===== src/rtl/cpu_pkg.sv =====
// Shared definitions for the PC sequencing logic: branch condition codes,
// flag bit positions within the {V,N,Z} flag vector, and sequencer states.
package cpu_pkg;

  localparam logic [2:0] COND_NE     = 3'b000;
  localparam logic [2:0] COND_EQ     = 3'b001;
  localparam logic [2:0] COND_GT     = 3'b010;
  localparam logic [2:0] COND_LT     = 3'b011;
  localparam logic [2:0] COND_GE     = 3'b100;
  localparam logic [2:0] COND_LE     = 3'b101;
  localparam logic [2:0] COND_OV     = 3'b110;
  localparam logic [2:0] COND_UNCOND = 3'b111;

  localparam int FLAG_Z = 0;
  localparam int FLAG_N = 1;
  localparam int FLAG_V = 2;

  typedef enum logic {
    ST_RUN  = 1'b0,
    ST_HALT = 1'b1
  } seq_state_t;

endpackage


===== src/rtl/branch_cond_eval.sv =====
// Evaluates a 3-bit branch condition code against the registered flags.
module branch_cond_eval
  import cpu_pkg::*;
(
  input  logic [2:0] cond,
  input  logic [2:0] flags,
  output logic       cond_true
);

  logic flag_z;
  logic flag_n;
  logic flag_v;

  assign flag_z = flags[FLAG_Z];
  assign flag_n = flags[FLAG_N];
  assign flag_v = flags[FLAG_V];

  // Condition decode: one boolean per code.
  always_comb begin
    cond_true = 1'b0;
    case (cond)
      COND_NE:     cond_true = ~flag_z;
      COND_EQ:     cond_true = flag_z;
      COND_GT:     cond_true = ~flag_z & ~flag_n;
      COND_LT:     cond_true = flag_n;
      COND_GE:     cond_true = flag_z | ~flag_n;
      COND_LE:     cond_true = flag_z | flag_n;
      COND_OV:     cond_true = flag_v;
      COND_UNCOND: cond_true = 1'b1;
      default:     cond_true = 1'b0;
    endcase
  end

endmodule


===== src/rtl/pc_seq_unit.sv =====
// Program counter sequencer: sequential stepping, PC-relative (B) and
// register (BR) branches, flag register and a sticky HALT state.
//
// state   | meaning
// --------+-------------------------------------------------------------
// ST_RUN  | normal stepping; branches, flag writes and HLT are honoured
// ST_HALT | pc and flags frozen, taken forced low; only rst leaves it
module pc_seq_unit
  import cpu_pkg::*;
#(
  parameter int              PC_W     = 16,
  parameter int              IMM_W    = 9,
  parameter int              PC_INC   = 2,
  parameter logic [PC_W-1:0] RESET_PC = '0
) (
  input  logic             clk,
  input  logic             rst,
  input  logic             stall,
  input  logic [2:0]       flag_we,
  input  logic [2:0]       flag_in,
  input  logic             br_valid,
  input  logic             br_reg,
  input  logic [2:0]       cond,
  input  logic [IMM_W-1:0] imm,
  input  logic [PC_W-1:0]  rs,
  input  logic             halt_in,
  output logic [PC_W-1:0]  pc,
  output logic [PC_W-1:0]  pc_seq,
  output logic             taken,
  output logic             halted,
  output logic [2:0]       flags
);

  seq_state_t      state_q, state_d;
  logic [PC_W-1:0] pc_q, pc_d;
  logic [2:0]      flags_q, flags_d;
  logic            cond_true;
  logic [PC_W-1:0] imm_off;
  logic [PC_W-1:0] br_target;
  logic [PC_W-1:0] target;

  branch_cond_eval u_cond (
    .cond      (cond),
    .flags     (flags_q),
    .cond_true (cond_true)
  );

  // Word offset sign-extended and scaled to bytes in one concatenation.
  assign imm_off   = {{(PC_W-IMM_W-1){imm[IMM_W-1]}}, imm, 1'b0};
  assign pc_seq    = pc_q + PC_W'(PC_INC);
  assign br_target = pc_seq + imm_off;
  assign target    = br_reg ? rs : br_target;

  // Flags feeding the condition are the registered ones, so a same-cycle
  // flag write cannot influence this cycle's branch decision.
  assign taken  = br_valid & cond_true & (state_q == ST_RUN);
  assign pc     = pc_q;
  assign flags  = flags_q;
  assign halted = (state_q == ST_HALT);

  // Next-state, next-pc and flag update; stall freezes everything in RUN.
  always_comb begin
    state_d = state_q;
    pc_d    = pc_q;
    flags_d = flags_q;
    case (state_q)
      ST_RUN: begin
        if (!stall) begin
          flags_d = (flags_q & ~flag_we) | (flag_in & flag_we);
          if (halt_in) begin
            state_d = ST_HALT;
          end else if (taken) begin
            pc_d = target;
          end else begin
            pc_d = pc_seq;
          end
        end
      end
      ST_HALT: begin
        state_d = ST_HALT;
      end
      default: begin
        state_d = ST_RUN;
      end
    endcase
  end

  // State registers with synchronous reset overriding stall and HALT.
  always_ff @(posedge clk) begin
    if (rst) begin
      state_q <= ST_RUN;
      pc_q    <= RESET_PC;
      flags_q <= 3'b000;
    end else begin
      state_q <= state_d;
      pc_q    <= pc_d;
      flags_q <= flags_d;
    end
  end

endmodule


===== config.mk =====
export PLATFORM = sky130hd
export DESIGN_NAME = pc_seq_unit
export DESIGN_NICKNAME = d
export VERILOG_FILES = /design/src/rtl/cpu_pkg.sv /design/src/rtl/branch_cond_eval.sv /design/src/rtl/pc_seq_unit.sv
export SDC_FILE = /design/constraint.sdc
export NUM_CORES = 1
export LEC_CHECK = 0
export BUFFER_PORTS_ARGS = -buffer_cell sky130_fd_sc_hd__buf_4
export CELL_PAD_IN_SITES_DETAIL_PLACEMENT = 1
export CELL_PAD_IN_SITES_GLOBAL_PLACEMENT = 1
export CORE_MARGIN = 2
export CORE_UTILIZATION = 39
export DETAILED_ROUTE_END_ITERATION = 7
export GPL_TIMING_DRIVEN = 0
export PLACE_DENSITY = 0.89
export SLEW_MARGIN = 10
export SYNTH_ARGS = -nofsm -noshare
export SYNTH_HDL_FRONTEND = slang
export SYNTH_SLANG_ARGS = --single-unit

===== constraint.sdc =====
create_clock -name clk -period 6 [get_ports clk]
set_input_delay 1.5 -clock clk [delete_from_list [all_inputs] [get_ports clk]]
set_output_delay 1.5 -clock clk [all_outputs]
set_load 0.01 [all_outputs]

After elaboration in Yosys (flattened, before gate mapping) --
Cells that the tools add are included.
Operators by class: $mul 0, bitwise operators 14, div/mod/pow operators 0, reduce and logical (&&, ||, !) cells 3, add/subtract/negate cells 2, eq/ne operators 7, multiplexer cells 6, order comparisons 0, shift operators 0
Operators by type and width (count):
- $mux W16 | 2
- $add A16 B16 Y16 | 1
- $add A16 B2 Y16 const B | 1
- $eq A3 B3 Y1 const B | 4
- $pmux W1 S8 | 1
- $and A3 B3 Y3 | 2
- $eq A3 B2 Y1 const B | 2
- $not A1 Y1 | 5
- $and A1 B1 Y1 | 3
- $eq A3 B1 Y1 const B | 1
- $logic_not A3 Y1 | 1
- $not A3 Y3 | 1
- $or A3 B3 Y3 | 1
- $reduce_and A3 Y1 | 1
- $mux W1 | 2
- $or A1 B1 Y1 | 2
- $pmux W1 S2 | 1
- $reduce_and A2 Y1 | 1
Word-level totals: bits in read-only memories 0, memories kept 0, RAM bits 0, input bits 40, bits in latches 0, register bits after elaboration 20

Depth between registers and ports, before layout --
word-level depth 6, mapped depth 12, depth with buffers taken out 11

Hierarchy --
A second synthesis with hierarchy kept.
Unflattened totals: cell total of the unflattened synthesis 314, area total of the unflattened synthesis 2262.2 µm²
By module, submodules not included:
- pc_seq_unit | times used 1, cells an instance 303, area each 2185.8 µm²
- branch_cond_eval | times used 1, cells an instance 11, area each 76.3 µm²

Worst setup path before layout --
Ideal clock, no wire load.
path kind input-to-output, start point in cond[1], end point out taken, required time 4.500 ns, path buffers 1, data arrival time 2.487 ns, stages on the path 6, path slack 2.013 ns, cells stage by stage maj3_1 nor3b_2 nor3_1 nand2_1 inv_2 buf_2
On the way: longest elaborated chain between the ends 4, elaborated cells between the ends (all ways) 11, those cells by class eq/ne (7); mux (1); bitwise (2); reduce/logical (1)
RTL lines:
- start, declared | line pc_seq_unit.sv:23 | input logic [2:0] cond,
- $eq A3 B3 Y1, or another cell as far along | line branch_cond_eval.sv:21 | case (cond)
- $pmux W1 S8 * | line branch_cond_eval.sv:21
- $and A1 B1 Y1 * (2 in a row) | line pc_seq_unit.sv:56 | assign taken = br_valid & cond_true & (state_q == ST_RUN);
- end, declared | line pc_seq_unit.sv:29 | output logic taken,
Every way passes the cells marked *; elsewhere a longest branch is shown, timed or not.

Worst setup path after layout --
start point in cond[2], end point out taken
The elaborated chain is that of the path after synthesis.

==> impl_metrics.csv <==
group,metric,value,unit
status,outcome,"complete, no violations",
clocking,cts.path.max_buffers,2,
power,irDropWorstVdd,113.4,uV
yosys,yosys_most_used_dff,"sky130_fd_sc_hd__dfxtp_1",
sta,timing.setup.tns,0,ns
power,power.leakage,1.290,nW
detailed_routing,routed_wl,8494,um
finish,nets,444,
clocking,post_cts_hold_buffer_count,0,
die,io_pins,77,
worst_setup_path,criticalPathCategory,"in2out",
clocking,clk_transition_reported_paths,0.08,ns
clocking,cts_buffers,3,
placed_design,gp_congestion,0.8823,
finish,insertedDiodeCount,0,
min_path,timing.hold.worst.class,"reg2reg",
finish,area_delta_synth_final,31.41,%
yosys,post_synth.cell_area_avg,7.495,sq um
flow_run,max-cap-violations,0,
sta,fmax,218.4,MHz
sta,worst_slew_pin_slew,0.6119,ns
clocking,root_buffer_cell,"sky130_fd_sc_hd__clkbuf_8",
sta,skew,0.004240,ns
power,report.power.total,0.4493,mW
sta,unrepaired_setup_endpoints_after_global_routing,"false",
die,fp.coreArea,5574,sq um
die,initial_cell_density_of_the_core,40.88,%
yosys,synth-seq-cells,20,
sta,finalCriticalPeriod,4.580,ns
sta,timing_max_transition_violations_final,0,
clocking,clock-sinks,20,
worst_setup_path,critical_path.startpoint_type,"input pin",
sta,setup_viol,0,
finish,final_core_utilization,53.71,%
placed_design,io_buffer_count,76,
detailed_routing,detail_route.wl_per_cell,18.63,um
worst_setup_path,cp_data_arrival_time,3.08,ns
die,die_area,6470,sq um
yosys,ys.warnings.count,0,
detailed_routing,route.detailed.vias_per_inst,6.154,
clocking,cts_htree_levels,1,
yosys,async_flop_share,0,%
yosys,synth_edf_count,0,
sta,slew-limit-headroom,59.20,%
clocking,post_cts_resized,0,
yosys,post_synth_instance_area,2278,sq um
global_routing,grt_start_max_net_pins,12,
yosys,synth.yosys.seq_area_share,17.57,%
die,chipWidth,80.44,um
die,dieHeight,80.44,um
global_routing,antenna_found_initial,0,
global_routing,global_route.usage.total,27.00,%
sta,hold_violation_total_from_the_final_report,0,
global_routing,grt.overflow.total,0,
sta,post-route-period-util,76.33,%
placed_design,dp_hpwl,6897,um
detailed_routing,detail_route.iter0.violations,151,
clocking,clk_latency,0.27,ns
worst_setup_path,worstPathMaxFanout,10,
detailed_routing,num_vias,2806,
finish,ratio_of_cells_with_drive_above_1_in_the_final_layout,26.56,%
detailed_routing,drt_pass1_iterations,5,
worst_setup_path,worstPathRequired,4.50,ns
worst_setup_path,sort_of_element_at_the_end_of_the_critical_path,"output pin",
clocking,cts_tree,"done",
global_routing,grt_pass1_wl,13680,um
global_routing,first_global_vias,2786,
die,cell_rows,27,
yosys,postSynthNetCount,363,
detailed_routing,drc_errors,0,
power,cellPowerDensity,150.1,nW/um^2
yosys,syn_inst,304,
yosys,ys_types,68,
clocking,postCtsSetupBuffers,0,
detailed_routing,drtAntennaViolNets,0,
[critical path: stages]
cell and delay [ns]:
sky130_fd_sc_hd__buf_4 0.12, sky130_fd_sc_hd__nor3b_1 0.13, sky130_fd_sc_hd__o21ai_0 0.29, sky130_fd_sc_hd__a31o_2 0.29
sky130_fd_sc_hd__nand2_1 0.23, sky130_fd_sc_hd__inv_2 0.11, sky130_fd_sc_hd__buf_2 0.24, sky130_fd_sc_hd__buf_4 0.16
[area by class of cell]
cell class              instances  area [sq um]
plain buffers                  15         65.06
clock buffers                   4         55.05
fillers                       733          2580
inverters                       9         33.78
multi-input cells             260          1779
flip-flops and latches         20         400.4
well taps                      72         90.09
repair buffers                 76         570.5
[worst paths after layout]
| check | start | endpoint | slack, ns | cells past startpoint |
|---|---|---|---|---|
| setup / recovery | cond[2] | taken | 1.42 | 8 |
| hold / removal | pc[0] | pc[0] | 0.48 | 2 |
| setup reg to reg | pc[3] | pc[15] | 2.51 | 11 |
| hold reg to reg | pc[0] | pc[0] | 0.48 | 2 |
[cells in the mapped netlist (all sizes together) (3+ instances only)]
library cell  number  area (sq um)
nor2b              5         31.28
o21ai             16         80.08
dfxtp             20         400.4
xnor2             13         113.9
or4                4         31.28
nand4              8         50.05
nand3             18         90.09
xor2               5         43.79
a31oi              8         50.05
or3                6         45.04
clkbuf            10         37.54
a21oi             29         160.2
inv                9         33.78
and4               4         35.03
nand2b             3         18.77
o2111ai            5         50.04
nor2              15         56.30
nor3b              4         35.03
and2               4         26.28
buf                5         27.53
ha                18         225.2
a21o               5         37.54
nand2             30         112.6
nor3              15         80.08
o211ai             4         30.03
o21a               3         22.52
[routing by layer]
metal	up-vias	part of all wire [%]	routed length, um	global-route usage [%]
met2	106	50	4218	46.92
met1	1372	42	3581	34.63
li1	1318	-	-	-
met5	-	0	0	0
met4	0	1.2	101	6.441
met3	10	7.0	593	4.494
[per-stage QoR]
stage	area (sq um)	hold slack [ns]	instances	setup WS [ns]
3_3_place_gp	2939	0.4574	452	1.509
6_report	2994	0.4801	456	1.420
2_1_floorplan	2278	0.4877	304	2.013
5_1_grt	2994	0.5163	456	1.322
4_1_cts	2994	0.4855	456	1.430
3_5_place_dp	2939	0.4726	452	1.437
[placed cells by master (no fill, tap or decap), drive strengths merged, types with 6 or more instances in the layout]
| cell | synthesis | final |
|---|---|---|
| nand2 | 30 | 30 |
| dfxtp | 20 | 20 |
| or3 | 6 | 6 |
| nor3 | 15 | 15 |
| xnor2 | 13 | 13 |
| nor2 | 15 | 15 |
| clkbuf | 10 | 14 |
| inv | 9 | 9 |
| a31oi | 8 | 8 |
| o21ai | 16 | 16 |
| a21oi | 29 | 29 |
| ha | 18 | 18 |
| nand4 | 8 | 8 |
| buf | 5 | 81 |
| nand3 | 18 | 18 |
[logic make-up (layout without fill, tap and decap cells)]
kind of cell               after synthesis  count (layout)  synth area share [%]
and+or+nand+nor                        124             124                 29.71
AOI/OAI and AO/OA                       95              95                 28.89
muxes                                    3               3                 1.373
buffers and inverters                   24             104                 4.339
xor gates and xnor gates                18              18                 6.919
DFF                                     20              20                 17.57
adders and majority gates               20              20                 11.20
[power by group]
group	leakage, nW	total [mW]	internal [mW]	switching, mW
clock	0.0288	0.109	0.0586	0.0508
combinational	1.10	0.188	0.0850	0.103
sequential	0.163	0.152	0.140	0.0119
No activity file was read; power rests on OpenSTA's default activity.
